===== config.mk =====
export PLATFORM = sky130hd
export DESIGN_NAME = divalu
export DESIGN_NICKNAME = d
export VERILOG_FILES = /design/src/rtl/divalu.sv
export SDC_FILE = /design/constraint.sdc
export NUM_CORES = 1
export LEC_CHECK = 0
export CORE_ASPECT_RATIO = 0.9
export CORE_UTILIZATION = 45
export DETAILED_ROUTE_END_ITERATION = 10
export PLACE_DENSITY = 0.67
export SETUP_SLACK_MARGIN = 0.05
export SLEW_MARGIN = 20
export SYNTH_ARGS = -nofsm -noshare
export SYNTH_HDL_FRONTEND = slang
export SYNTH_SLANG_ARGS = --single-unit

===== constraint.sdc =====
create_clock -name clk -period 8.9 [get_ports clk]
set_clock_uncertainty 0.15 [all_clocks]
set_input_delay 0.89 -clock clk [delete_from_list [all_inputs] [get_ports clk]]
set_output_delay 0.89 -clock clk [all_outputs]
set_load 0.01 [all_outputs]

===== src/rtl/divalu.sv =====
// divalu -- iterative 32-bit signed/unsigned divider for DIV/DIVU.
//
// A restoring divider that works on operand magnitudes and produces one
// quotient bit per cycle, MSB first. Signs are fixed up in a single cycle
// after the last iteration. Results sit in registers and stay put until the
// next accepted request.
//
// Latency: start accepted at T, ITER T+1..T+32, FIX T+33, done at T+34.
// A zero divisor skips the iteration and reports done at T+1.
//
// Ports
//   clk        rising-edge clock
//   rst        synchronous active-high reset
//   reg_stall  EX stage stalled this cycle (only matters in DONE)
//   reg_flush  EX stage flushed; abandons any division in progress
//   start      current EX instruction is a DIV/DIVU
//   sign       1 = signed (DIV), 0 = unsigned (DIVU)
//   source_a   dividend
//   source_b   divisor
//   busy       division in progress; EX must stall (combinational)
//   done       quotient/remainder valid for the EX instruction
//   quotient   registered quotient (LO)
//   remainder  registered remainder (HI)
module divalu (
  input  logic        clk,
  input  logic        rst,
  input  logic        reg_stall,
  input  logic        reg_flush,
  input  logic        start,
  input  logic        sign,
  input  logic [31:0] source_a,
  input  logic [31:0] source_b,
  output logic        busy,
  output logic        done,
  output logic [31:0] quotient,
  output logic [31:0] remainder
);

  localparam int W_DATA = 32;

  localparam logic [1:0] S_IDLE = 2'd0;
  localparam logic [1:0] S_ITER = 2'd1;
  localparam logic [1:0] S_FIX  = 2'd2;
  localparam logic [1:0] S_DONE = 2'd3;

  logic [1:0]        state_reg;
  logic [4:0]        count_reg;
  // Holds the remaining dividend bits; quotient bits shift in from the LSB
  // side as dividend bits leave from the MSB side.
  logic [W_DATA-1:0] dvd_reg;
  logic [W_DATA-1:0] dvs_reg;
  logic [W_DATA-1:0] rem_reg;
  logic              sign_reg;
  logic              a_neg_reg;
  logic              b_neg_reg;
  logic [W_DATA-1:0] quotient_reg;
  logic [W_DATA-1:0] remainder_reg;

  logic              accept;
  logic [W_DATA-1:0] a_abs;
  logic [W_DATA-1:0] b_abs;
  logic [W_DATA:0]   part_rem;
  logic [W_DATA:0]   diff;
  logic              q_bit;
  logic [W_DATA-1:0] rem_next;
  logic [W_DATA-1:0] quot_fix;
  logic [W_DATA-1:0] rem_fix;

  assign accept = (state_reg == S_IDLE) && start && !reg_flush;

  assign a_abs = (sign && source_a[W_DATA-1]) ? (~source_a + 32'd1) : source_a;
  assign b_abs = (sign && source_b[W_DATA-1]) ? (~source_b + 32'd1) : source_b;

  // 33-bit partial remainder: previous remainder shifted left with the next
  // dividend bit appended.
  assign part_rem = {rem_reg, dvd_reg[W_DATA-1]};
  assign diff     = part_rem - {1'b0, dvs_reg};
  // The previous remainder is always below the divisor, so a non-negative
  // difference fits in 32 bits; bit 32 of the difference is therefore a
  // clean borrow flag and doubles as the comparison result.
  assign q_bit    = ~diff[W_DATA];
  assign rem_next = q_bit ? diff[W_DATA-1:0] : part_rem[W_DATA-1:0];

  assign quot_fix = (sign_reg && (a_neg_reg ^ b_neg_reg)) ? (~dvd_reg + 32'd1) : dvd_reg;
  assign rem_fix  = (sign_reg && a_neg_reg) ? (~rem_reg + 32'd1) : rem_reg;

  always_ff @(posedge clk) begin
    if (rst) begin
      state_reg     <= S_IDLE;
      count_reg     <= 5'd0;
      dvd_reg       <= '0;
      dvs_reg       <= '0;
      rem_reg       <= '0;
      sign_reg      <= 1'b0;
      a_neg_reg     <= 1'b0;
      b_neg_reg     <= 1'b0;
      quotient_reg  <= '0;
      remainder_reg <= '0;
    end else if (reg_flush) begin
      // Abandon whatever is in flight; result registers keep old values.
      state_reg <= S_IDLE;
    end else begin
      case (state_reg)
        S_IDLE: begin
          if (start) begin
            sign_reg  <= sign;
            a_neg_reg <= source_a[W_DATA-1];
            b_neg_reg <= source_b[W_DATA-1];
            dvd_reg   <= a_abs;
            dvs_reg   <= b_abs;
            rem_reg   <= '0;
            count_reg <= 5'd0;
            if (source_b == '0) begin
              // Divide by zero: all-ones quotient, dividend passed through.
              quotient_reg  <= '1;
              remainder_reg <= source_a;
              state_reg     <= S_DONE;
            end else begin
              state_reg <= S_ITER;
            end
          end
        end
        S_ITER: begin
          rem_reg   <= rem_next;
          dvd_reg   <= {dvd_reg[W_DATA-2:0], q_bit};
          count_reg <= count_reg + 5'd1;
          if (count_reg == 5'd31) begin
            state_reg <= S_FIX;
          end
        end
        S_FIX: begin
          quotient_reg  <= quot_fix;
          remainder_reg <= rem_fix;
          state_reg     <= S_DONE;
        end
        default: begin
          // DONE: hold while EX is stalled so the same instruction does not
          // retrigger; start is ignored here.
          if (!reg_stall) begin
            state_reg <= S_IDLE;
          end
        end
      endcase
    end
  end

  assign busy      = !rst && (accept || (state_reg == S_ITER) || (state_reg == S_FIX));
  assign done      = (state_reg == S_DONE);
  assign quotient  = quotient_reg;
  assign remainder = remainder_reg;

endmodule


==> results.md, run 1 <==
| Stage | Item | This run |
| --- | --- | --- |
| outcome | Result of the run | complete, no violations |
| power and ir drop | Sequential group share of total power | 0.413 |
| floorplanning | Starting density of the core | 0.4632 |
| logic synthesis | Post-synthesis sequential area ratio | 0.2996 |
| logic synthesis | Mux share of post-synthesis cell area | 0.03271 |
| critical path | Delay of the slowest critical-path stage | 0.60 ns |
| logic synthesis | Simple-gate portion of the synthesized area | 0.1993 |
| floorplanning | Row count | 54 |
| logic synthesis | Xor/xnor cell area share of the yosys netlist | 0.1064 |
| critical path | Cell at the slowest stage of the critical path | or4_1 |
| critical path | Biggest fanout along the worst timing path | 46 |
| timing | Unrepaired setup endpoints after global routing | false |
| logic synthesis | Post-synth EDFFs | 0 |
| timing | Total count of hold-check failures in the final report | 0 |
| critical path | Type of element capturing the critical path | flop |
| logic synthesis | Adder and majority gate portion of the synthesized area | 0.04912 |
| detailed routing | Detailed-route DRC error count | 0 |
| placed design | Placed Cells incl. Taps | 1884 |
| detailed routing | Post-Route WL | 34.44 mm |
| grt | Antenna violations before repair | 0 |
| cts | Buffer levels on the longest clock path | 2 |
| power and ir drop | Leakage component of the power | 0.004675 uW |
| cts | Number of levels in the clock H-tree | 4 |
| timing | Final-layout worst hold slack | 0.3087 ns |
| power and ir drop | Clock share of power | 0.392 |
| cts | TritonCTS clock tree | built |
| logic synthesis | Yosys reg bits | 170 |
| grt | Largest net degree at the start of global routing | 91 |
| layout | Growth of design area from synthesis to finish | 18.63% |
| cts | Number of buffers added for setup after CTS | 0 |
| detailed routing | Ratio of routed vias to standard cells | 5.907 |
| critical path | Required time at the worst-slack endpoint | 9.10 ns |
| logic synthesis | Share of the synthesized area in compound gates (AO/OA/AOI/OAI) | 0.2555 |
| critical path | Crit Path Class | primary input to flop |
| floorplanning | Die area | 0.02589 sq mm |
| logic synthesis | Mapped Area | 0.01136 sq mm |
| power and ir drop | Combinational share of power | 0.195 |
| timing | Worst slew margin relative to its limit | 0.2695 |
| logic synthesis | Post-synthesis async set-or-reset flop share | 0 |
| layout | Total number of nets in the final design | 1683 |
| placed design | Count of input and output buffers | 135 |
| layout | Final non-filler cell total | 1918 |
| floorplanning | Number of primary I/O pins | 136 |
| grt | Wire length of the first global-routing pass | 55.29 mm |
| placed design | DPL Wire Length | 25.41 mm |
| grt | All-layer global routing usage | 0.2679 |
| cts | Hold-fix buffers at CTS | 0 |
| floorplanning | Die height | 152.7 microns |
| power and ir drop | Switching portion of total power | 0.3189 |
| cts | Number of buffers added by the clock tree synthesis step | 17 |
| logic synthesis | Number of distinct library cells after synthesis | 62 |
| power and ir drop | Internal Pwr Total | 1337 uW |
| logic synthesis | Yosys warnings | 0 |
| timing | Final setup violation count | 0 |
| cts | Sink Count | 170 |
| timing | Worst Tran Pin Value | 1.096 ns |
| logic synthesis | Cell count after synthesis | 1504 |
| grt | Overall overflow remaining after global route | 0 |
| cts | Clk root buf | clkbuf_16 |
| timing | Period utilization | 0.5093 |
| detailed routing | Vias | 11330 |
| critical path | CP Data Arrival Time | 4.73 ns |
| timing | Shortest clock period the worst path allows after layout | 4.533 ns |
| power and ir drop | Pwr Density | 145.7 mW/mm^2 |
| min path | Worst hold path type | flop to flop |
| detailed routing | Remaining antenna violation count after routing | 0 |
| floorplanning | Horizontal extent of the die | 169.5 microns |
| critical path | Series of cell instances along the critical path | clkdlybuf4s50_1 -> or4_1 -> or3_4 -> or4_1 -> or3_4 -> o22ai_4 -> buf_4 -> nor2_1 -> a311oi_1 |
| timing | Fmax achieved | 0.2206 GHz |
| placed design | Final weighted congestion in routability-driven placement | 0.9143 |
| detailed routing | Routed length per instance | 17.96 microns |
| logic synthesis | Synth Net Count | 1618 |
| timing | Final Max Tran Viols | 0 |
| logic synthesis | Most used flip-flop cell after synthesis | dfxtp_1 |
| grt | Via count of the first global-routing pass | 10130 |
| cts | Clock latency at the later pin of the worst-skew pair | 0.44 ns |
| power and ir drop | Total net switching power | 626.1 uW |
| layout | Number of antenna cells inserted | 0 |
| layout | Layout cells sized above 1 | 0.03982 |
| cts | Resized cells post-CTS | 0 |
| flow run | Max capacitance violation total | 0 |
| power and ir drop | Maximum ir drop on the vdd rail | 0.1189 mV |
| cts | Clock slew at the register clock pins of the worst setup and hold paths | 0.08 ns |
| logic synthesis | Largest family of logic cells by synthesized area | compound AO/OA/AOI/OAI gates |
| detailed routing | Starting DRT DRC Count | 1116 |
| critical path | Critical path startpoint category | primary input |
| timing | Post-Route Setup TNS | 0 ns |
| detailed routing | First-pass iteration count of the detailed router | 5 |
| floorplanning | Placeable Area | 0.02453 sq mm |
| logic synthesis | Mapped Avg Cell Area | 7.554 sq um |
-- placed cells by master (no fill, tap or decap), types with 16 or more instances in the layout --
cell type        netlist  final
mux2i_1               36     36
o21ai_0               93     93
o31ai_1               19     19
dfxtp_1              170    170
a21oi_1              129    129
a211oi_1              52     52
clkbuf_16              0     17
o211ai_1              35     35
nand2_1              177    177
nor3_1                30     30
inv_1                 67     67
xor2_1                64     64
a311oi_1              39     39
nand3_1               16     16
xnor2_1               74     74
nor2_1               166    164
clkdlybuf4s50_1        0    134
ha_1                  43     42
nor4_1                21     19
-- synth_stat cells (36+ instances only) --
master,number,area share
a211oi_1,52,0.034
xnor2_1,74,0.057
dfxtp_1,170,0.30
a21oi_1,129,0.057
clkbuf_1,87,0.029
o21ai_0,93,0.041
inv_1,67,0.022
nor2_1,166,0.055
nand2_1,177,0.058
xor2_1,64,0.049
mux2i_1,36,0.032
a311oi_1,39,0.030
ha_1,43,0.047
-- area by class of cell --
class / instances / area [sq um]
Clock buffer: 17 / 425.4
Clock inverter: 15 / 171.4
Fill cell: 2322 / 11050
Inverter: 67 / 251.5
Multi-Input combinational cell: 1167 / 7351
Sequential cell: 170 / 3403
Tap cell: 336 / 420.4
Timing Repair Buffer: 146 / 1455
-- cell families (layout without fill, tap and decap cells) --
family | count (synthesis) | after routing
AOI/OAI and AO/OA | 448 | 448
adders and majority gates | 44 | 44
muxes | 37 | 37
xor gates and xnor gates | 138 | 138
and+or+nand+nor | 500 | 500
DFF | 170 | 170
buffers and inverters | 167 | 245
-- power groups by stage --
stage | logic [uW] | registers [uW] | clock network, uW
global route | 421 | 814 | 812
detailed placement | 375 | 828 | 0
CTS | 377 | 810 | 783
finish | 382 | 811 | 770
global placement | 370 | 827 | 0
floorplan | 257 | 819 | 0
-- metrics by stage --
step / setup WS (ns) / utilization / total power [uW] / cell area, sq um
finish: 4.367 / 0.5495 / 1963 / 13480
global route: 4.135 / 0.5495 / 2048 / 13480
CTS: 3.987 / 0.5479 / 1970 / 13440
detailed placement: 3.531 / 0.5236 / 1203 / 12840
global placement: 3.636 / 0.5233 / 1197 / 12830
floorplan: 5.391 / - / 1076 / 11360
-- worst max-delay path: cells and delay by family --
family                 cells  cell delay, ns
AOI/OAI and AO/OA          2            0.76
buffers and inverters      2            1.03
and+or+nand+nor            5            2.01
-- worst paths after layout --
path	from	endpoint	slack [ns]	cells after the start
setup / recovery	source_b[6]	quotient[24]	4.37	9
setup reg to reg	state_reg[1]	rem_reg[28]	4.87	9
hold / removal	remainder[7]	remainder[7]	0.31	2
hold reg to reg	remainder[7]	remainder[7]	0.31	2
-- routing by layer --
metal / part of all wire / track usage
met4: 0.016 / 0.06864
met3: 0.082 / 0.05039
met5: 0 / 0
met1: 0.49 / 0.4059
met2: 0.41 / 0.3825
(Power assumes the default switching activity.)
==> run 2: changes to the inputs <==
==> constraint.sdc (replaced) <==
create_clock -name clk -period 4.6 [get_ports clk]
set_clock_uncertainty 0.15 [all_clocks]
set_input_delay 0.46 -clock clk [delete_from_list [all_inputs] [get_ports clk]]
set_output_delay 0.46 -clock clk [all_outputs]
set_load 0.01 [all_outputs]
==> run 2 against run 1 <==
Via count increased by 0.21%. Sequential share of layout area about the same. Critical path depth did not move. Flip-flop and latch count is the same. Count of clock-buffer cells in the layout unchanged. Wire length up 0.87%. Clock power rose by 92%. Non-clock buffer count up 6. Final cell count increased by 0.31%.
==> results.md, run 2 (synthesis gave the netlist of run 1 again) <==
| Stage | Item | This run |
| --- | --- | --- |
| outcome | Result of the run | complete, no violations |
| detailed routing | Remaining antenna violation count after routing | 0 |
| layout | Most frequent standard cell in the layout excluding fill and tap cells | nand2_1 |
| grt | Antenna violations before repair | 0 |
| power and ir drop | Sequential group share of total power | 0.414 |
| critical path | CP Data Arrival Time | 3.82 ns |
| power and ir drop | Maximum ir drop on the vdd rail | 0.1806 mV |
| floorplanning | Placeable Area | 0.02453 sq mm |
| timing | Fmax achieved | 0.2733 GHz |
| timing | Unrepaired setup endpoints after global routing | false |
| cts | Clk root buf | clkbuf_16 |
| timing | Post-Route Setup TNS | 0 ns |
| critical path | Critical path startpoint category | primary input |
| grt | Largest net degree at the start of global routing | 97 |
| timing | Total count of hold-check failures in the final report | 0 |
| power and ir drop | Leakage component of the power | 0.004697 uW |
| timing | Shortest clock period the worst path allows after layout | 3.659 ns |
| floorplanning | Die area | 0.02589 sq mm |
| timing | Final setup violation count | 0 |
| timing | Worst slew margin relative to its limit | 0.3536 |
| cts | Buffer levels on the longest clock path | 2 |
| timing | Final Max Tran Viols | 0 |
| critical path | Required time at the worst-slack endpoint | 4.76 ns |
| layout | Sequential cell area | 0.003403 sq mm |
| power and ir drop | Switching portion of total power | 0.3281 |
| power and ir drop | Total net switching power | 1245 uW |
| timing | Worst setup margin | 0.9410 ns |
| power and ir drop | Clock share of power | 0.390 |
| cts | Number of levels in the clock H-tree | 4 |
| critical path | Biggest fanout along the worst timing path | 19 |
| flow run | Max capacitance violation total | 0 |
| cts | Number of buffers added for setup after CTS | 0 |
| cts | Clock slew at the register clock pins of the worst setup and hold paths | 0.08 ns |
| detailed routing | Vias | 11350 |
| placed design | DPL Wire Length | 25.68 mm |
| grt | All-layer global routing usage | 0.2712 |
| critical path | Crit Path Class | primary input to flop |
| critical path | Type of element capturing the critical path | flop |
| detailed routing | Detailed-route DRC error count | 0 |
| power and ir drop | Pwr Density | 280.9 mW/mm^2 |
| detailed routing | Post-Route WL | 34.74 mm |
| placed design | Final weighted congestion in routability-driven placement | 0.9146 |
| placed design | Placed cell area | 0.01290 sq mm |
| layout | Layout fillers | 2313 |
| cts | TritonCTS clock tree | built |
| timing | Period utilization | 0.7954 |
| floorplanning | Horizontal extent of the die | 169.5 microns |
| grt | Wire length of the first global-routing pass | 55.79 mm |
| detailed routing | Ratio of routed vias to standard cells | 5.901 |
| detailed routing | Starting DRT DRC Count | 1090 |
| floorplanning | Row count | 54 |
| timing | Worst Tran Pin Value | 0.9696 ns |
| layout | Total number of nets in the final design | 1689 |
| cts | Hold-fix buffers at CTS | 0 |
| detailed routing | First-pass iteration count of the detailed router | 5 |
| cts | Number of buffers added by the clock tree synthesis step | 17 |
| grt | Via count of the first global-routing pass | 10220 |
| floorplanning | Starting density of the core | 0.4632 |
| layout | Design Area, Final | 0.01350 sq mm |
| layout | Area occupied by multi-input gates | 0.007335 sq mm |
| layout | Layout cells sized above 1 | 0.04219 |
| placed design | Count of input and output buffers | 135 |
| cts | Sink Count | 170 |
| layout | Number of antenna cells inserted | 0 |
| floorplanning | Number of primary I/O pins | 136 |
| cts | Resized cells post-CTS | 0 |
| layout | Growth of design area from synthesis to finish | 18.87% |
| floorplanning | Die height | 152.7 microns |
| cts | Clock latency at the later pin of the worst-skew pair | 0.45 ns |
| power and ir drop | Combinational share of power | 0.196 |
| grt | Overall overflow remaining after global route | 0 |
| min path | Worst hold path type | flop to flop |
| power and ir drop | Internal Pwr Total | 2549 uW |
| layout | Commonest cells after routing, fill and taps aside | 177 x nand2_1, 170 x dfxtp_1, 164 x nor2_1 |
| placed design | Pre-CTS WS | 0.5101 ns |
| detailed routing | Routed length per instance | 18.06 microns |
-- run 2: changes by cell type in the layout (fill, tap and decap cells not counted), sizes merged --
cell	before	now
bufinv	1	0
inv	76	73
buf	12	18
clkinv	4	8
-- run 2: cell type report --
| type | instances | area share |
|---|---|---|
| Multi-Input combinational cell | 1167 | 0.5431 |
| Clock inverter | 15 | 0.01334 |
| Clock buffer | 17 | 0.03150 |
| Timing Repair Buffer | 152 | 0.1103 |
| Sequential cell | 170 | 0.2520 |
| Inverter | 67 | 0.01862 |
| Tap cell | 336 | 0.03113 |
-- run 2: worst max-delay path, stage by stage --
cell and delay (ns):
clkdlybuf4s50_1 0.48, or4_1 0.59, or3_4 0.39, or4_1 0.51, or3_4 0.42, o22a_1 0.45, buf_4 0.31, a21oi_1 0.15
nor2_1 0.05
-- run 2: path summary, 6_finish.rpt --
| check | endpoint | slack [ns] | depth (start not counted) | start |
|---|---|---|---|---|
| setup / recovery | remainder[17] | 0.94 | 9 | source_b[6] |
| hold / removal | remainder[6] | 0.32 | 2 | remainder[6] |
| setup reg to reg | rem_reg[19] | 1.05 | 11 | rem_reg[0] |
| hold reg to reg | remainder[6] | 0.32 | 2 | remainder[6] |
-- run 2: power by group through the flow --
stage | Sequential [uW] | Clock [uW] | Combinational, uW
floorplan | 1580 | 0 | 497
global placement | 1600 | 0 | 722
detailed placement | 1600 | 0 | 731
CTS | 1570 | 1500 | 736
global route | 1580 | 1570 | 819
finish | 1570 | 1480 | 744
-- run 2: per-layer routing --
| layer | share of wire | wire length, microns | vias to the layer above | global-route usage |
|---|---|---|---|---|
| met5 | 0 | 0 | - | 0 |
| met4 | 0.022 | 759 | 0 | 0.08752 |
| met3 | 0.072 | 2510 | 48 | 0.04390 |
| met2 | 0.41 | 14170 | 413 | 0.3794 |
| met1 | 0.50 | 17300 | 5338 | 0.4154 |
| li1 | - | - | 5554 | - |
-- run 2: stage by stage --
stage	hold slack, ns	cells	utilization	total power, uW
final	0.3199	1924	0.5506	3794
after global routing	0.3406	1924	0.5506	3962
after CTS	0.3192	1924	0.5506	3803
after detailed placement	0.3089	1892	0.5259	2334
after global placement	0.2989	1892	0.5259	2325
after floorplan	0.2900	1504	-	2082
